File: src/rtl/microwave_pkg.sv
// Shared state encodings and defaults for the microwave controller.
package microwave_pkg;

    typedef enum logic [2:0] {
        S_IDLE   = 3'd0,
        S_LOADED = 3'd1,
        S_RUN    = 3'd2,
        S_PAUSE  = 3'd3,
        S_DONE   = 3'd4
    } state_t;

    localparam int BEEP_TICKS_DEF = 3;

endpackage

File: src/rtl/countdown_w.sv
// Remaining-time register: parallel load, saturating decrement, zero flag.
module countdown_w #(
    parameter int W = 4
) (
    input  logic         clk,
    input  logic         rst,
    input  logic         ld,
    input  logic [W-1:0] din,
    input  logic         dec,
    output logic [W-1:0] q,
    output logic         zero
);

    // Load has priority over decrement; decrement stops at zero so it never wraps.
    always_ff @(posedge clk or posedge rst) begin
        if (rst)
            q <= '0;
        else if (ld)
            q <= din;
        else if (dec && q != '0)
            q <= q - W'(1);
    end

    assign zero = (q == '0);

endmodule

File: src/rtl/microwave_ctrl.sv
// Microwave oven controller: keypad/door/tick driven Moore FSM with a
// countdown for cook time and a local tick counter for the beeper.
module microwave_ctrl
    import microwave_pkg::*;
#(
    parameter int W          = 4,
    parameter int BEEP_TICKS = BEEP_TICKS_DEF
) (
    input  logic         clk,
    input  logic         rst,
    input  logic [W-1:0] tin,
    input  logic         load,
    input  logic         start,
    input  logic         stop,
    input  logic         door_open,
    input  logic         tick,
    output logic         heat,
    output logic         beep,
    output logic [W-1:0] remain,
    output logic [2:0]   st
);

    localparam int BW = $clog2(BEEP_TICKS + 1);
    localparam logic [BW-1:0] BLAST = BW'(BEEP_TICKS - 1);

    state_t          state, nstate;
    logic            cd_ld, cd_dec, cd_zero;
    logic [W-1:0]    cd_din;
    logic [BW-1:0]   bcnt;
    logic            go;

    // A usable start: door shut and not overridden by a simultaneous stop.
    assign go = start && !door_open && !stop;

    countdown_w #(.W(W)) u_cd (
        .clk  (clk),
        .rst  (rst),
        .ld   (cd_ld),
        .din  (cd_din),
        .dec  (cd_dec),
        .q    (remain),
        .zero (cd_zero)
    );

    // State register; unused codes fall back to IDLE through the default arm.
    always_ff @(posedge clk or posedge rst) begin
        if (rst)
            state <= S_IDLE;
        else
            state <= nstate;
    end

    // Beep tick counter is held at zero outside DONE, so it is 0 on entry.
    always_ff @(posedge clk or posedge rst) begin
        if (rst)
            bcnt <= '0;
        else if (state != S_DONE)
            bcnt <= '0;
        else if (tick)
            bcnt <= bcnt + BW'(1);
    end

    // Next-state and countdown control.
    always_comb begin
        nstate = state;
        cd_ld  = 1'b0;
        cd_din = '0;
        cd_dec = 1'b0;
        case (state)
            S_IDLE: begin
                if (load && tin != '0) begin
                    nstate = S_LOADED;
                    cd_ld  = 1'b1;
                    cd_din = tin;
                end
            end
            S_LOADED: begin
                if (stop) begin
                    nstate = S_IDLE;
                    cd_ld  = 1'b1;
                end else if (go) begin
                    nstate = S_RUN;
                end else if (load && tin != '0) begin
                    cd_ld  = 1'b1;
                    cd_din = tin;
                end
            end
            S_RUN: begin
                if (door_open || stop) begin
                    nstate = S_PAUSE;
                end else if (tick) begin
                    cd_dec = !cd_zero;
                    if (remain == W'(1))
                        nstate = S_DONE;
                end
            end
            S_PAUSE: begin
                if (stop) begin
                    nstate = S_IDLE;
                    cd_ld  = 1'b1;
                end else if (go) begin
                    nstate = S_RUN;
                end
            end
            S_DONE: begin
                if (stop)
                    nstate = S_IDLE;
                else if (tick && bcnt == BLAST)
                    nstate = S_IDLE;
            end
            default: nstate = S_IDLE;
        endcase
    end

    assign heat = (state == S_RUN);
    assign beep = (state == S_DONE);
    assign st   = state;

endmodule

File: config.mk
export PLATFORM = sky130hd
export DESIGN_NAME = microwave_ctrl
export DESIGN_NICKNAME = d
export VERILOG_FILES = /design/src/rtl/microwave_pkg.sv /design/src/rtl/countdown_w.sv /design/src/rtl/microwave_ctrl.sv
export SDC_FILE = /design/constraint.sdc
export NUM_CORES = 1
export LEC_CHECK = 0
export CORE_AREA = 3 3 60 45
export CTS_CLUSTER_SIZE = 20
export DETAILED_ROUTE_END_ITERATION = 10
export DIE_AREA = 0 0 63 48
export HOLD_SLACK_MARGIN = 0.15
export PLACE_DENSITY = 0.58
export SLEW_MARGIN = 20
export SYNTH_ARGS = -nofsm -noshare
export SYNTH_HDL_FRONTEND = slang
export SYNTH_SLANG_ARGS = --single-unit
File: constraint.sdc
create_clock -name clk -period 5.1 [get_ports clk]
set_input_delay 0.51 -clock clk [delete_from_list [all_inputs] [get_ports clk]]
set_output_delay 0.51 -clock clk [all_outputs]
set_load 0.01 [all_outputs]
==> metrics.md, run 1 <==
| Metric | Value |
|---|---|
| DRC violations left | `0` |
| Flops & latches, synth | `9` |
| ANT nets after route | `0` |
| Main synth FF type | `dfrtp_1` |
| Synth-to-layout area growth | `39.30%` |
| CTS clk-pin slew, worst paths | `0.07 ns` |
| GR Overflow Total | `0` |
| Post-Synthesis Cells | `64` |
| Crit path launch type | `flop` |
| Post-synth EDFFs | `0` |
| RSZ-0062 raised after global routing | `no` |
| Die height | `~48 microns` |
| Die X | `63 microns` |
| Avg WL per Cell | `between 10 and 15 microns` |
| Setup TNS | `0 ns` |
| Setup slack, reg-to-reg | `3.28 ns` |
| Clock tree root buffer cell | `clkbuf_4` |
| Power per Cell Area | `roughly 370 nW/um^2` |
| Fmax | `407.4 MHz` |
| Clk sink count | `9` |
| Largest area contributor in the netlist | `dfrtp_1` |
| R2R Path End | `u_cd.q[0]$_DFFE_PP0P_` |
| Resized cells post-CTS | `0` |
| DR pass1 iterations | `4` |
| Fill cells | `225` |
| Fin worst setup slack | `between 2 and 3 ns` |
| Slew headroom | `between 70 and 80%` |
| IO Port Bufs | `19` |
| CTS Buf Count | `3` |
| CP Data Required Time | `4.59 ns` |
| First-pass GRT wire length | `2642 microns` |
| Worst Path Arrival | `1.94 ns` |
| Final setup vio count | `0` |
| Final Cycle Share | `48.12%` |
| Async set-or-reset flop fraction in the synthesized netlist | `100.0%` |
| Most common cell after layout, fill and taps aside | `clkdlybuf4s50_1` |
| CTS Hold Bufs | `0` |
| H-tree Lvls | `1` |
| Vias in the first global route | `approximately 520` |
| Sequential cell area | `about 230 sq um` |
| Largest net degree at the start of global routing | `10` |
| Nets@finish | `101` |
| Initial antenna violation count | `0` |
| Critical Path Fanout Max | `8` |
| DRT iter0 DRCs | `23` |
| Core Region | `2155 sq um` |
| Synthesized cell area | `about 640 sq um` |
| Power after layout | `330.8 uW` |
| Via count | `564` |
| Netlist cell types | `35` |
| Share of cells above drive strength 1 | `between 10 and 15%` |
| DP Worst Slack | `2.861 ns` |
| Final hold violations | `0` |
| Initial core utilization | `between 20 and 30%` |
| Status | `complete, no violations` |
| R2R cell count | `6` |
| Synth top area share | `35.02%` |
| CTS tree | `yes` |
| Routability cong. | `0.7398` |
| Worst setup path class | `flop to primary output` |
| Crit end category | `primary output` |
| Cell Rows | `14` |
| Seq/Total Area, Yosys | `35.02%` |
| Max VDD drop | `approximately 0.18 mV` |
| Leak | `0.3539 nW` |
| Mean Syn Cell Area | `10.05 sq um` |
| Final wirelength | `around 1600 microns` |
| Max Root-Sink Buffers | `2` |
| Final min period | `2.454 ns` |
| Vias per cell | `4.780` |
| Clock skew | `0.01081 ns` |
| Worst Tran Pin Value | `0.4158 ns` |
| I/O pin count | `20` |
| Postcts setup bufs | `0` |
| Commonest non-fill, non-tap cells in the layout | `clkdlybuf4s50_1 (19), dfrtp_1 (9), inv_1 (7), nor2_1 (4)` |
| Critical R2R Launch | `u_cd.q[0]$_DFFE_PP0P_` |
| # Max-Cap Violations | `0` |
| GRT Util Overall | `a little under an eighth` |
| Multi-input gate area | `387.9 sq um` |
| Diode count | `0` |
| Synthesized net count | `78` |
| Syn. warnings | `0` |
| Synth top area cells | `dfrtp_1 (35%), ha_1 (5.8%), inv_1 (4.1%)` |
| Worst skew pair latency | `about 0.27 ns` |
| Post-DP HPWL | `1231 microns` |
| Max Slew Vio Count | `0` |
| Hold WC Path Type | `input port to async pin` |
| Die ar. | `3024 sq um` |
-- Yosys cell counts (2+ instances only) --
master     instances
dfrtp_1            9
ha_1               3
inv_1              7
nand4_1            3
nor2_1             4
nor2b_1            3
o21ai_0            2
o22ai_1            2
o2bb2ai_1          2
or3_1              3
xnor2_1            2
-- per-layer routing --
metal	part of all wire [%]	vias up	track usage, %
li1	-	287	-
met1	53	261	17.90
met2	40	14	15.30
met3	6.2	2	5.164
met4	0.51	0	2.632
met5	0	-	0
-- critical path, cell delays in order (launching register included) --
cell and delay, ns:
dfrtp_1 0.54, inv_1 0.13, or3_1 0.41, inv_1 0.08, clkdlybuf4s50_1 0.53
-- metrics by stage --
step	std cells	utilization, %	cell area [sq um]	hold WS, ns
detailed placement	114	40.36	869.6	0.5425
CTS	118	41.58	895.9	0.5195
global route	118	41.58	895.9	0.5522
finish	118	41.58	895.9	0.5009
floorplan	64	-	643.1	0.3379
global placement	114	40.36	869.6	0.5306
-- worst max path at each step --
stage / start / end / slack, ns / cells after the start
detailed placement: stop / u_cd.q[1]$_DFFE_PP0P_ / 2.86 / 5
CTS: st[2]$_DFFE_PP0P_ / beep / 2.63 / 4
finish: st[2]$_DFFE_PP0P_ / beep / 2.65 / 4
global route: st[2]$_DFFE_PP0P_ / beep / 2.53 / 4
global placement: st[2]$_DFFE_PP0P_ / beep / 2.91 / 4
floorplan: u_cd.q[0]$_DFFE_PP0P_ / u_cd.q[1]$_DFFE_PP0P_ / 3.39 / 6
-- cell families (layout without fill, tap and decap cells) --
logic type	count (synthesis)	in the layout	synth area share [%]
and+or+nand+nor	24	24	26.85
AOI/OAI and AO/OA	16	16	21.21
DFF	9	9	35.02
buffers and inverters	8	30	4.669
adders and majority gates	3	3	5.837
xor gates and xnor gates	3	3	4.086
muxes	1	1	2.334
-- cell type report --
class                           instances  area share (%)
Inverter                                7           2.933
Multi-Input combinational cell         47           43.30
Timing Repair Buffer                   19           21.23
Clock buffer                            4           2.933
Sequential cell                         9           25.14
Tap cell                               32           4.469
-- power breakdown --
part | internal, mW | switching [mW] | leakage, nW
clock | 0.0302 | 0.0268 | 0.0150
combinational | 0.0883 | 0.0665 | 0.220
sequential | 0.0885 | 0.0305 | 0.119
total | 0.207 | 0.124 | 0.354
-- registers in the layout (all words and copies together) (netlist names) --
name / flops
u_cd.q: 4
st: 3
bcnt: 2
No activity file was read; power rests on OpenSTA's default activity.
==> inputs of run 2 (changes only) <==
clock period = 2.55 ns   (was 5.1 ns; I/O delays follow)
==> run 2 against run 1 <==
Effect of this change:
- power rose by 100%
- sequential share of layout area decreased by 0.21 points
- routed wire length down 0.51%
- clock skew grew 0.00085 ns
- largest cell class unchanged
- count of clock-buffer cells in the layout unchanged
- critical path depth stayed put
- clock power rose by 100%
==> metrics.md, run 2 (synthesized netlist as in run 1, its figures left out) <==
| Metric | Value |
|---|---|
| Status | `complete, no violations` |
| Via count | `562` |
| Hold WC Path Type | `input port to async pin` |
| Final min period | `about 2.2 ns` |
| Crit path launch type | `flop` |
| CTS clk-pin slew, worst paths | `0.07 ns` |
| Max Slew Vio Count | `0` |
| Fill cells | `210` |
| R2R Path End | `u_cd.q[0]$_DFFE_PP0P_` |
| Vias per cell | `roughly 4.7` |
| Setup slack, reg-to-reg | `0.72 ns` |
| GR Overflow Total | `0` |
| Vias in the first global route | `504` |
| Switching Share | `37.36%` |
| DRC violations left | `0` |
| DR pass1 iterations | `4` |
| CP Data Required Time | `2.30 ns` |
| Psw | `approximately 250 uW` |
| Routability cong. | `0.7032` |
| H-tree Lvls | `1` |
| Worst Path Arrival | `approximately 2.0 ns` |
| Dpl cells | `115` |
| Crit end category | `primary output` |
| Fin area | `roughly 900 sq um` |
| Max VDD drop | `~0.42 mV` |
| Postcts setup bufs | `0` |
| Final Cycle Share | `87.74%` |
| Slew headroom | `74.32%` |
| Power share of the clock group | `17.5%` |
| Diode count | `0` |
| Final hold violations | `0` |
| Synth-to-layout area growth | `40.47%` |
| R2R cell count | `6` |
| Die X | `63 microns` |
| Core Region | `2155 sq um` |
| Max Root-Sink Buffers | `2` |
| Fmax | `446.9 MHz` |
| Worst skew pair latency | `0.27 ns` |
| Die height | `between 40 and 50 microns` |
| Largest net degree at the start of global routing | `10` |
| Final wirelength | `around 1600 microns` |
| First-pass GRT wire length | `2449 microns` |
| Fin worst setup slack | `0.3125 ns` |
| Clk sink count | `9` |
| RSZ-0062 raised after global routing | `no` |
| Setup TNS | `0 ns` |
| Power per Cell Area | `734.8 nW/um^2` |
| Die ar. | `3024 sq um` |
| Commonest non-fill, non-tap cells in the layout | `clkdlybuf4s50_1 (19), dfrtp_1 (9), inv_1 (7), nor2_1 (4)` |
| GRT Util Overall | `11.23%` |
| CTS Buf Count | `3` |
| Avg WL per Cell | `13.24 microns` |
| Area post-placement | `just under 900 sq um` |
| Largest register FFs | `4` |
| ANT nets after route | `0` |
| Worst setup path class | `flop to primary output` |
| DRT iter0 DRCs | `12` |
| I/O pin count | `20` |
| Critical R2R Launch | `u_cd.q[1]$_DFFE_PP0P_` |
| CTS Hold Bufs | `0` |
| Initial core utilization | `29.85%` |
| Largest Register | `u_cd.q` |
| Clock skew | `0.01166 ns` |
| Post-DP HPWL | `between 1000 and 1500 microns` |
| Final setup vio count | `0` |
| Most common cell after layout, fill and taps aside | `clkdlybuf4s50_1` |
| Clock tree root buffer cell | `clkbuf_4` |
| Share of cells above drive strength 1 | `between 10% and 20%` |
| # Max-Cap Violations | `0` |
| Final Util | `41.93%` |
| Logic pwr share | `46.9%` |
| CTS tree | `yes` |
| Cell Rows | `14` |
| Initial antenna violation count | `0` |
| IO Port Bufs | `19` |
| Final Non-Filler Cells | `119` |
| Leak | `0.3591 nW` |
| Worst Tran Pin Value | `0.3848 ns` |
| Resized cells post-CTS | `0` |
| Internal power | `415.8 uW` |
| DP Worst Slack | `0.6043 ns` |
| Part of the power in registers | `35.6%` |
| Nets@finish | `102` |
| Critical Path Fanout Max | `8` |
run 2: cell count changes in the layout (fill, tap and decap cells not counted):
cell and delta:
buf_4 +1
run 2: worst max path at each step:
| stage | startpoint | to | slack (ns) | cells after the start |
|---|---|---|---|---|
| final | st[2]$_DFFE_PP0P_ | beep | 0.31 | 4 |
| after global placement | st[2]$_DFFE_PP0P_ | beep | 0.61 | 4 |
| after global routing | st[2]$_DFFE_PP0P_ | beep | 0.22 | 4 |
| after CTS | st[2]$_DFFE_PP0P_ | beep | 0.31 | 4 |
| after floorplan | u_cd.q[0]$_DFFE_PP0P_ | u_cd.q[1]$_DFFE_PP0P_ | 0.84 | 6 |
| after detailed placement | st[2]$_DFFE_PP0P_ | beep | 0.60 | 4 |
run 2: power groups by stage:
stage,Clock [mW],Combinational (mW),Sequential (mW)
2_1_floorplan,0,0.168,0.244
3_3_place_gp,0,0.308,0.239
3_5_place_dp,0,0.309,0.238
4_1_cts,0.120,0.313,0.235
5_1_grt,0.127,0.344,0.246
6_report,0.116,0.311,0.236
run 2: stage by stage:
stage / total power [mW] / hold WS, ns
3_3_place_gp: 0.5467 / 0.5283
2_1_floorplan: 0.4112 / 0.08292
6_report: 0.6638 / 0.2492
4_1_cts: 0.6677 / 0.2609
3_5_place_dp: 0.5469 / 0.5472
5_1_grt: 0.7172 / 0.2852
run 2: area by class of cell:
cell class	count	area, sq um	area share, %
clock buffer	4	26.28	2.909
inverter	7	26.28	2.909
multi-input combinational	47	387.9	42.94
sequential	9	225.2	24.93
tap	32	40.04	4.432
timing repair buffer	20	197.7	21.88
run 2: per-layer routing:
metal  global-route usage, %  part of all wire [%]  vias to the layer above
met5                       0                     0                        -
met4                   2.632                     0                        0
met3                   5.869                   5.7                        0
met2                   15.09                    41                       12
met1                   15.58                    53                      262
li1                        -                     -                      288
run 2: worst max-delay path: stages, from the launching register on:
cell and delay (ns):
dfrtp_1 0.56, inv_1 0.16, or3_1 0.40, inv_1 0.08, clkdlybuf4s50_1 0.52
==> edit 1: new RTL, flow settings as in run 2 <==
Register the inputs `tin`, `load`, `start`, `stop`, `door_open` and `tick` before use, with the module's reset. The logic sees them one clock later.
--- a/src/rtl/microwave_ctrl.sv
+++ b/src/rtl/microwave_ctrl.sv
@@ -23,6 +23,31 @@
     localparam int BW = $clog2(BEEP_TICKS + 1);
     localparam logic [BW-1:0] BLAST = BW'(BEEP_TICKS - 1);
 
+    logic [W-1:0] tin_q;
+    logic load_q;
+    logic start_q;
+    logic stop_q;
+    logic door_open_q;
+    logic tick_q;
+
+    always_ff @(posedge clk or posedge rst) begin
+        if (rst) begin
+            tin_q       <= '0;
+            load_q      <= '0;
+            start_q     <= '0;
+            stop_q      <= '0;
+            door_open_q <= '0;
+            tick_q      <= '0;
+        end else begin
+            tin_q       <= tin;
+            load_q      <= load;
+            start_q     <= start;
+            stop_q      <= stop;
+            door_open_q <= door_open;
+            tick_q      <= tick;
+        end
+    end
+
     state_t          state, nstate;
     logic            cd_ld, cd_dec, cd_zero;
     logic [W-1:0]    cd_din;
@@ -30,7 +55,7 @@
     logic            go;
 
     // A usable start: door shut and not overridden by a simultaneous stop.
-    assign go = start && !door_open && !stop;
+    assign go = start_q && !door_open_q && !stop_q;
 
     countdown_w #(.W(W)) u_cd (
         .clk  (clk),
@@ -56,7 +81,7 @@
             bcnt <= '0;
         else if (state != S_DONE)
             bcnt <= '0;
-        else if (tick)
+        else if (tick_q)
             bcnt <= bcnt + BW'(1);
     end
 
@@ -68,34 +93,34 @@
         cd_dec = 1'b0;
         case (state)
             S_IDLE: begin
-                if (load && tin != '0) begin
+                if (load_q && tin_q != '0) begin
                     nstate = S_LOADED;
                     cd_ld  = 1'b1;
-                    cd_din = tin;
+                    cd_din = tin_q;
                 end
             end
             S_LOADED: begin
-                if (stop) begin
+                if (stop_q) begin
                     nstate = S_IDLE;
                     cd_ld  = 1'b1;
                 end else if (go) begin
                     nstate = S_RUN;
-                end else if (load && tin != '0) begin
+                end else if (load_q && tin_q != '0) begin
                     cd_ld  = 1'b1;
-                    cd_din = tin;
+                    cd_din = tin_q;
                 end
             end
             S_RUN: begin
-                if (door_open || stop) begin
+                if (door_open_q || stop_q) begin
                     nstate = S_PAUSE;
-                end else if (tick) begin
+                end else if (tick_q) begin
                     cd_dec = !cd_zero;
                     if (remain == W'(1))
                         nstate = S_DONE;
                 end
             end
             S_PAUSE: begin
-                if (stop) begin
+                if (stop_q) begin
                     nstate = S_IDLE;
                     cd_ld  = 1'b1;
                 end else if (go) begin
@@ -103,9 +128,9 @@
                 end
             end
             S_DONE: begin
-                if (stop)
+                if (stop_q)
                     nstate = S_IDLE;
-                else if (tick && bcnt == BLAST)
+                else if (tick_q && bcnt == BLAST)
                     nstate = S_IDLE;
             end
             default: nstate = S_IDLE;
Check against the original RTL: not equivalent (Yosys sat finds a counterexample within 4 cycles, from zero or initial values and one cycle with rst high).
==> edit 1 against run 2 <==
  * Power increased by 38%
  * Clock power increased by 49%
  * Largest cell class is now registers
  * Fmax grew 1.8%
  * Synthesized area increased by 38%
  * Sequential cell count grew 9
  * Count of clock-buffer cells in the layout did not move
  * Sequential power grew 69%
  * Worst setup slack better by 0.041 ns
  * Routed wire length increased by 8.3%
  * Cell area is 27% higher
  * Hold slack improved by 0.095 ns
==> edit 1: results (changes against run 2) <==
run status finished, final reports clean (unchanged); part of the power in registers 0.436 (was 0.356); initial detailed-routing violation count 38 (was 12); GRT met3 Usage 0.0423 (was 0.0587); slew at the pin with the worst max-slew slack 0.677 ns (was 0.385 ns); top routing layer in use met4 (was met3); final setup skew 0.0108 ns (was 0.0117 ns); highest fanout seen on the critical path 7 (was 8); Nets 114 (was 102); Worst path max stage delay 0.53 ns (was 0.56 ns); GPL Wtd Cong 0.789 (was 0.703); synthesized netlist net count 91 (was 78); insertion delay to the later sink of the worst-skew pair 0.30 ns (was 0.27 ns); fraction of layout instances using a drive strength above 1 0.131 (was 0.149); path depth of the worst reg2reg path 4 (was 6); met1 track demand over resource in global routing 0.184 (was 0.156); Leakage Power 0.496 nW (was 0.359 nW); detailed-placement wirelength estimate 1300 um (was 1250 um); global-route usage over all layers 0.123 (was 0.112); detailed-route wire length on metal 1 889 um (was 842 um); count of distinct cell types in the synthesized netlist 34 (was 35); GR Layer Usage met2 0.164 (was 0.151); worst setup slack for register-to-register paths 0.76 ns (was 0.72 ns); dominant cells by area after synthesis dfrtp_1, ha_1, inv_1, o22ai_1, nor4bb_4 (was dfrtp_1, ha_1, inv_1, nand4_1, nor2b_1); pin count of the biggest net entering global routing 19 (was 10); number of standard cells in the final layout excluding fillers 131 (was 119); peak supply drop 353 uV (was 416 uV); worst hold slack 0.344 ns (was 0.249 ns); global-route wire length before repair 2740 um (was 2450 um); minimum clock period 2.20 ns (was 2.24 ns); internal power of the cells 0.608 mW (was 0.416 mW); Setup Slack @ Placement 0.690 ns (was 0.604 ns); clock edge transition at the registers on the reported setup and hold paths 0.10 ns (was 0.07 ns); Comb. pwr 0.342 mW (was 0.311 mW); via density per instance 4.92 (was 4.72); share of total power in combinational logic 0.374 (was 0.469)
edit 1: changes by cell type after synthesis, sizes merged, moves of 2 or more:
cell	delta
a221oi	-2
a22oi	+2
dfrtp	+9
inv	+4
nand2	+2
nor2	+2
nor2b	-2
o22ai	+3
o2bb2ai	-2
o41ai	+2
edit 1: layout make-up:
class                           instances  area [um^2]
Clock buffer                            4         36.3
Fill cell                             221         1010
Inverter                               11         41.3
Multi-Input combinational cell         47          389
Sequential cell                        18          450
Tap cell                               32         40.0
Timing Repair Buffer                   19          190
edit 1: kinds of logic (layout without fill, tap and decap cells):
logic type / Yosys count / after routing / share of synthesized area
AO/OA/AOI/OAI: 15 / 15 / 0.134
flip-flops: 18 / 18 / 0.508
adder cells (fa/ha/maj): 3 / 3 / 0.0424
multiplexers: 1 / 1 / 0.0169
AND/OR/NAND/NOR: 25 / 25 / 0.216
buffers and inverters: 12 / 34 / 0.0523
XOR/XNOR: 3 / 3 / 0.0297
==> edit 2: new RTL, settings of run 2 <==
Without the edit above. `W` is set to 4 in 2 places; all go to 6.
--- a/src/rtl/countdown_w.sv
+++ b/src/rtl/countdown_w.sv
@@ -1,6 +1,6 @@
 // Remaining-time register: parallel load, saturating decrement, zero flag.
 module countdown_w #(
-    parameter int W = 4
+    parameter int W = 6
 ) (
     input  logic         clk,
     input  logic         rst,
--- a/src/rtl/microwave_ctrl.sv
+++ b/src/rtl/microwave_ctrl.sv
@@ -3,7 +3,7 @@
 module microwave_ctrl
     import microwave_pkg::*;
 #(
-    parameter int W          = 4,
+    parameter int W          = 6,
     parameter int BEEP_TICKS = BEEP_TICKS_DEF
 ) (
     input  logic         clk,
Interface: changed (resized remain and tin); port bits go from 20 to 24. No check against the original RTL was run, so the function may have changed too.
==> edit 2 against run 2 <==
  * Synthesized area rose by 19%
  * Sequential share of layout area is 0.77 points higher
  * Hold slack better by 0.028 ns
  * Synthesized cell count up 34%
  * Utilization increased by 7.8 points
  * Worst setup slack better by 0.074 ns
  * Sequential cell count up 2
  * Global-route usage grew 3.2 points
  * Routed wire length increased by 24%
  * Die area stayed put
  * Register-to-register slack worse by 0.33 ns
  * Cell area up 19%
  * Final cell count grew 22%
  * Power rose by 58%
==> edit 2: results (changes against run 2) <==
initial detailed-routing violation count 37 (was 12); Avg WL per Cell 13.5 um (was 13.2 um); number of filler cells placed in the layout 223 (was 210); Worst path max stage delay 0.63 ns (was 0.56 ns); GPL Wtd Cong 0.755 (was 0.703); peak supply drop 494 uV (was 416 uV); last element of the critical path u_cd.q[5]$_DFFE_PP0P_ (was beep); Die X 63 um (unchanged); dominant cells by area after synthesis dfrtp_1, nor2_1, ha_1, mux2i_1, o21ai_0 (was dfrtp_1, ha_1, inv_1, nand4_1, nor2b_1); sequential cell area fraction in the yosys report 0.361 (was 0.350); Sequential Area 275 um^2 (was 225 um^2); global-route usage over all layers 0.145 (was 0.112); share of the final layout cell area in multi-input gates 0.424 (was 0.429); layout buffer count excluding clock buffers 26 (was 20); count of distinct cell types in the synthesized netlist 29 (was 35); non-clk buf share 0.236 (was 0.219); GRT met3 Usage 0.0563 (was 0.0587); Largest register FFs 6 (was 4); global-route wire length before repair 3270 um (was 2450 um); number of standard cells in the final layout excluding fillers 145 (was 119); synthesized netlist net count 102 (was 78); detailed-route wire length on metal 1 1010 um (was 842 um); terminus of the critical flop-to-flop path u_cd.q[5]$_DFFE_PP0P_ (was u_cd.q[0]$_DFFE_PP0P_); pin count of the biggest net entering global routing 13 (was 10); total length of routed met3 wires 102 um (was 90 um); Critical Path AT 2.33 ns (was 1.98 ns); fraction of area in clock buffers and inverters 0.0245 (was 0.0291); port buffer count 23 (was 19); Met2 Wirelength 836 um (was 643 um); placed cell area 1040 um^2 (was 877 um^2); ranking of synthesized cells by instance count nor2_1, dfrtp_1, nand2_1, inv_1, o21ai_0 (was dfrtp_1, inv_1, nor2_1); synthesized area divided by synthesized cell count 8.87 um^2 (was 10.0 um^2); dpl cells 141 (was 115); run status finished, final reports clean (unchanged); GR Layer Usage met2 0.222 (was 0.151); slew at the pin with the worst max-slew slack 0.438 ns (was 0.385 ns); detailed-placement wirelength estimate 1570 um (was 1250 um); number of inverters outside the clock class in the layout 6 (was 7); highest fanout seen on the critical path 9 (was 8); fraction of layout instances using a drive strength above 1 0.106 (was 0.149); Multi-Input Combinational 66 (was 47); top routing layer in use met4 (was met3); Leakage Power 0.451 nW (was 0.359 nW); standard cell with the maximum stage delay on the critical path or4b_4 (was dfrtp_1); kind of cell with the highest combined delay on the critical path simple AND/OR/NAND/NOR gates (was buffers and inverters); FFs & Latches 11 (was 9); total via count after detailed routing 723 (was 562)
[edit 2: changes by cell type in the layout (fill, tap and decap cells not counted), sizes merged, moves of 4 or more]
cell           before  now
o21ai               2    6
clkdlybuf4s50      19   23
nor2                4   14
nand2               1    7
[edit 2: logic make-up (layout without fill, tap and decap cells)]
logic type,count (synthesis),count (layout),synth area share
multiplexers,5,5,0.0689
AO/OA/AOI/OAI,18,18,0.200
AND/OR/NAND/NOR,38,38,0.254
XOR/XNOR,2,2,0.0230
adder cells (fa/ha/maj),3,3,0.0492
flip-flops,11,11,0.361
buffers and inverters,9,36,0.0443
[edit 2: metrics by stage]
step           worst slack (ns)  hold WS (ns)
2_1_floorplan             0.427         0.107
3_3_place_gp              0.175         0.530
3_5_place_dp              0.174         0.533
4_1_cts                   0.389         0.295
5_1_grt                   0.293         0.311
6_report                  0.386         0.277
[edit 2: where the power goes]
group          internal [mW]  total [mW]  switching, mW
Sequential             0.238       0.352          0.115
Clock                 0.0607       0.126         0.0651
Combinational          0.313       0.574          0.261
